## config.mk

```make
export PLATFORM = sky130hd
export DESIGN_NAME = two_one_mux_arbiter
export DESIGN_NICKNAME = d
export VERILOG_FILES = /design/src/rtl/two_one_mux_arbiter.sv
export SDC_FILE = /design/constraint.sdc
export NUM_CORES = 1
export LEC_CHECK = 0
export ABC_AREA = 1
export CORE_MARGIN = 3
export CORE_UTILIZATION = 40
export CTS_BUF_LIST = sky130_fd_sc_hd__clkbuf_4 sky130_fd_sc_hd__clkbuf_8 sky130_fd_sc_hd__clkbuf_16
export DETAILED_ROUTE_END_ITERATION = 12
export PLACE_DENSITY_LB_ADDON = 0.2
export SYNTH_ARGS = -nofsm -noshare
export SYNTH_HDL_FRONTEND = slang
export SYNTH_SLANG_ARGS = --single-unit
```

## constraint.sdc

```tcl
create_clock -name clk -period 3.7 [get_ports clk]
set_clock_uncertainty 0.05 [all_clocks]
set_input_delay 0.74 -clock clk [delete_from_list [all_inputs] [get_ports clk]]
set_output_delay 0.74 -clock clk [all_outputs]
set_load 0.05 [all_outputs]
```

## src/rtl/two_one_mux_arbiter.sv

```systemverilog
// Two-requester round-robin arbiter feeding a one-entry output register through a resizing 2:1 mux.
// Optional per-requester saturating grant counters are built when ARB_GRANT_CNT_EN is defined.
module two_one_mux_arbiter #(
    parameter int unsigned A_WIDTH   = 8,
    parameter int unsigned B_WIDTH   = 8,
    parameter int unsigned OUT_WIDTH = 8,
    parameter int unsigned CNT_WIDTH = 16
) (
    input  logic                 clk,
    input  logic                 rst_n,
    input  logic                 a_valid,
    input  logic [A_WIDTH-1:0]   a_data,
    output logic                 a_ready,
    input  logic                 b_valid,
    input  logic [B_WIDTH-1:0]   b_data,
    output logic                 b_ready,
    output logic                 out_valid,
    output logic [OUT_WIDTH-1:0] out_data,
    output logic                 out_src,
    input  logic                 out_ready
`ifdef ARB_GRANT_CNT_EN
    ,
    output logic [CNT_WIDTH-1:0] a_grant_cnt,
    output logic [CNT_WIDTH-1:0] b_grant_cnt
`endif
);

    typedef enum logic {
        EMPTY = 1'b0,
        FULL  = 1'b1
    } state_e;

    state_e                 state_q;
    logic [OUT_WIDTH-1:0]   out_data_q;
    logic                   out_src_q;
    logic                   last_src_q;
    logic [OUT_WIDTH-1:0]   a_resized;
    logic [OUT_WIDTH-1:0]   b_resized;
    logic [OUT_WIDTH-1:0]   out_data_d;
    logic                   space_c;
    logic                   grant_a_c;
    logic                   grant_b_c;

    // Payload resizing: zero-extend narrow buses, keep LSBs of wide ones.
    generate
        if (A_WIDTH >= OUT_WIDTH) begin : g_a_trunc
            assign a_resized = a_data[OUT_WIDTH-1:0];
        end else begin : g_a_ext
            assign a_resized = {{(OUT_WIDTH-A_WIDTH){1'b0}}, a_data};
        end
        if (B_WIDTH >= OUT_WIDTH) begin : g_b_trunc
            assign b_resized = b_data[OUT_WIDTH-1:0];
        end else begin : g_b_ext
            assign b_resized = {{(OUT_WIDTH-B_WIDTH){1'b0}}, b_data};
        end
    endgenerate

    // Sole requester wins outright; under contention the one that did not win last goes.
    always_comb begin
        space_c   = (state_q == EMPTY) | out_ready;
        grant_a_c = a_valid & (~b_valid | last_src_q);
        grant_b_c = b_valid & (~a_valid | ~last_src_q);
        a_ready   = rst_n & space_c & grant_a_c;
        b_ready   = rst_n & space_c & grant_b_c;
        out_data_d = grant_b_c ? b_resized : a_resized;
    end

    always_ff @(posedge clk or negedge rst_n) begin
        if (!rst_n) begin
            state_q    <= EMPTY;
            out_data_q <= '0;
            out_src_q  <= 1'b0;
            last_src_q <= 1'b1;
        end else begin
            case (state_q)
                EMPTY: begin
                    if (a_ready || b_ready) begin
                        state_q    <= FULL;
                        out_data_q <= out_data_d;
                        out_src_q  <= b_ready;
                        last_src_q <= b_ready;
                    end
                end
                FULL: begin
                    if (a_ready || b_ready) begin
                        out_data_q <= out_data_d;
                        out_src_q  <= b_ready;
                        last_src_q <= b_ready;
                    end else if (out_ready) begin
                        state_q <= EMPTY;
                    end
                end
                default: state_q <= EMPTY;
            endcase
        end
    end

    assign out_valid = (state_q == FULL);
    assign out_data  = out_data_q;
    assign out_src   = out_src_q;

`ifdef ARB_GRANT_CNT_EN
    logic [CNT_WIDTH-1:0] a_cnt_q;
    logic [CNT_WIDTH-1:0] b_cnt_q;

    // Saturating handshake counters.
    always_ff @(posedge clk or negedge rst_n) begin
        if (!rst_n) begin
            a_cnt_q <= '0;
            b_cnt_q <= '0;
        end else begin
            if (a_ready && (a_cnt_q != {CNT_WIDTH{1'b1}})) begin
                a_cnt_q <= a_cnt_q + CNT_WIDTH'(1);
            end
            if (b_ready && (b_cnt_q != {CNT_WIDTH{1'b1}})) begin
                b_cnt_q <= b_cnt_q + CNT_WIDTH'(1);
            end
        end
    end

    assign a_grant_cnt = a_cnt_q;
    assign b_grant_cnt = b_cnt_q;
`endif

endmodule

```

Word level (Yosys, flattened, before mapping)
Cells that the tools add are included.
{ "classes": {"n_reduce_logical": 1, "eq_ne": 0, "bitwise_logic": 12, "n_addsub": 0, "muxes": 7, "magnitude_cmp": 0, "n_shift": 0, "mul": 0, "div_mod_pow": 0} }
{ "ops": {"columns": ["op", "n"], "rows": [
  ["$mux 8", 2],
  ["$and 1x1->1", 5],
  ["$mux 1", 4],
  ["$not 1->1", 4],
  ["$or 1x1->1", 3],
  ["$pmux 1 s2", 1],
  ["$logic_or 1x1->1", 1]
]} }
{ "totals": {"memories": 0, "latchBits": 0, "input_bits": 21, "ramBits": 0, "register_bits": 11, "elab_cells": 24, "rom_bits": 0, "output_inout_bits": 12} }

Depth between registers and ports, before layout
{ "logic_depth": {"ltp_word": 7, "mapped_depth": 7, "mapped_depth_nobuf": 7} }

Worst setup path before layout
No wires, ideal clock.
{ "synth_path": {"path_type": "in2out", "from": "input port out_ready", "to": "output port a_ready", "path_slack_ps": 1375, "t_required_ps": 2910, "path_buffers": 1, "arrival_time_ps": 1535, "cell_stages": 5, "cell_sequence": "inv_1 > a21oi_2 > nand2_1 > clkbuf_8 > inv_1"} }
{ "synth_via": {"elab_chain_len": 3} }
{ "synth_rtl": {"columns": ["item", "line_no", "text"], "rows": [
  ["start, declared", "20", "input logic out_ready"],
  ["$or 1x1->1", "60", "space_c = (state_q == EMPTY) | out_ready;"],
  ["$and 1x1->1 (2 in a row)", "63", "a_ready = rst_n & space_c & grant_a_c;"],
  ["end, declared", "13", "output logic a_ready,"]
]} }
Every way passes these cells.

Worst setup path after layout
{ "layout_path": {"from": "input port rst_n", "to": "output port a_ready"} }
{ "layout_via": {"elab_chain_len": 2} }
{ "layout_rtl": {"columns": ["item", "line_no", "text"], "rows": [
  ["start, declared", "10", "input logic rst_n,"],
  ["$and 1x1->1 (2 in a row)", "63", null]
]} }
Every way passes these cells.

==> reports/metrics.csv <==
stage;metric;value;unit
run_status;status;finished, final reports clean;
die;num_rows;13;
setup_path;cp.required;2910;ps
pwr;power.total;0.572;mW
finish;area_growth;59.0;%
logic_synthesis;synth_top_cell_by_area;dfrtp_1;
placed_design;place_area;961;um^2
sta;tns;0;ps
logic_synthesis;synth_area;623;um^2
clocking;htreeDepth;1;
global_route;overflow;0;
setup_path;worstPathMaxFanout;13;
pwr;p_leak;0.522;nW
job;drv_cap;0;
sta;rsz0062_at_grt;false;
sta;fmax;328;MHz
finish;nNetsFinal;140;
logic_synthesis;syn_inst;83;
setup_path;rr_worst_depth;5;
finish;fin_area;991;um^2
hold_path;min_delay_path_depth;2;
route;drt_wl_total;1590;um
logic_synthesis;synth.distinct_cells;13;
die;start_util;45.1;%
clocking;cts_resized;0;
placed_design;dp_slack;632;ps
route;num_vias;628;
global_route;grtUsageTotal;17.7;%
sta;fin_crit_sh;82.4;%
clocking;cts_tree;yes;
route;wl_per_cell;12.0;um
finish;num_antenna_cells;0;
placed_design;dp_hpwl;1160;um
global_route;grt_max_degree;14;
die;io_pins;33;
global_route;grt_pass1_wl;2570;um
sta;setup_slack;652;ps
clocking;post_cts_buffers;0;
clocking;hold_buffers;0;
logic_synthesis;synth_top_area_share;40.2;%
route;ant_nets;0;
sta;setup_viol;0;
hold_path;holdCritPathClass;flop to flop;
route;viasPerCell;4.72;
logic_synthesis;synth.avg_cell_area;7.51;um^2
placed_design;io_buffer_count;32;
route;route.detailed.drc;0;
setup_path;r2r_start;last_src_q$_DFFE_PN1P_;
logic_synthesis;yosysSeqAreaShare;44.4;%
clocking;cts.sinks;11;
finish;multi_input_area;290;um^2
setup_path;critical_path_class;primary input to output port;
setup_path;crit_path_end_kind;output port;
hold_path;hp-start;out_src$_DFFE_PN0P_;
logic_synthesis;async_flop_share;100;%
finish;n_fill_cell;119;
clocking;cts.path.max_buffers;2;
finish;drive_above_1_share;11.9;%
setup_path;startpoint;rst_n;
sta;tightest_slew;512;ps
pwr;pwr_density_cell;577;nW/um^2
clocking;cts-root-buf;clkbuf_4;
die;core-area;1380;um^2
logic_synthesis;syn_nets;104;
die;die_x;45.5;um
logic_synthesis;synth_area_leaders;dfrtp_1, nand2_1, nand3_1;
clocking;clkTransAtPathRegs;70;ps
die;dieArea;2070;um^2
route;drtIter0Drc;4;
placed_design;gp_congestion;0.744;
setup_path;start_kind;primary input;
pwr;ir_worst_vdd;0.000369;V
sta;slew_headroom;65.8;%
sta;finalCriticalPeriod;3050;ps
global_route;grt_antenna_before_repair;0;
global_route;grt_pass1_vias;584;
logic_synthesis;synth_edf_count;0;
sta;hold_viol;0;
setup_path;crit_arrival;2260;ps
logic_synthesis;synth_flop_cell;dfrtp_1;
logic_synthesis;synth_seq_cells;11;
logic_synthesis;ys.warnings.count;0;
clocking;cts_made_buffers;3;
sta;drv_slew;0;
route;dr.pass1.iters;4;
die;die-height;45.5;um
clocking;clk_latency;270;ps
finish;seq_area;277;um^2
-- cell usage in the layout, fill, tap and decap left out --
cell / netlist / routed
inv_1: 5 / 5
nand2_2: 1 / 1
clkbuf_4: 0 / 4
nand2_4: 2 / 2
inv_6: 1 / 1
dfstp_2: 1 / 1
buf_12: 0 / 2
clkdlybuf4s50_1: 0 / 30
a21oi_2: 1 / 1
dfrtp_1: 10 / 10
nand3_1: 9 / 9
buf_4: 0 / 1
nand2_1: 49 / 49
a21boi_0: 1 / 1
a21oi_4: 1 / 1
-- worst max-delay path: stages --
cell and delay [ps]:
clkdlybuf4s50_1 450, buf_4 200, inv_1 70, a21oi_2 180, nand2_1 280, inv_1 190
buf_12 150
-- sequential cells by signal, indices dropped and copies added, names as in the netlist --
register    cells
last_src_q      1
out_data        8
out_src         1
out_valid       1
-- synth_stat cells, types with 2 or more instances --
library cell,count
nand2_1,49
dfrtp_1,10
nand3_1,9
inv_1,5
nand2_4,2
-- layer usage --
metal  track usage, %  vias up  share of wire [%]
met4             9.94        0                1.9
met2             29.5       29                 48
met5                0        -                  0
li1                 -      325                  -
met1             21.2      269                 43
met3             2.77        5                7.3
-- where the power goes --
group	total (mW)	internal (mW)	switching (mW)
Combinational	0.301	0.108	0.193
Sequential	0.179	0.157	0.0216
Clock	0.0920	0.0491	0.0429
-- final cells by class --
cell class | count | share of cell area [%]
clock buffers | 4 | 3.03
inverters | 6 | 2.78
multi-input cells | 64 | 29.3
flip-flops and latches | 11 | 27.9
well taps | 15 | 1.89
repair buffers | 33 | 35.1
-- kinds of logic (layout without fill, tap and decap cells) --
group	Yosys count	count (layout)	share of synthesized area [%]
and+or+nand+nor	61	61	41.4
DFF	11	11	44.4
AOI/OAI and AO/OA	3	3	5.22
buffers and inverters	8	43	9.04
-- worst paths after layout --
kind | slack (ps) | endpoint
min in group asynchronous | 710 | out_data[4]$_DFFE_PN0P_
hold / removal | 420 | out_src$_DFFE_PN0P_
max in group asynchronous | 2650 | last_src_q$_DFFE_PN1P_
setup reg to reg | 2290 | out_data[3]$_DFFE_PN0P_
setup / recovery | 650 | a_ready
hold reg to reg | 420 | out_src$_DFFE_PN0P_
-- per-stage QoR --
step | hold slack [ps] | util [%] | std cells
6_report | 423 | 71.7 | 133
5_1_grt | 458 | 71.7 | 133
4_1_cts | 430 | 71.7 | 133
3_5_place_dp | 412 | 69.5 | 129
3_3_place_gp | 412 | 69.5 | 129
2_1_floorplan | 394 | - | 83
Note: power is estimated with default switching activity, not from simulation.
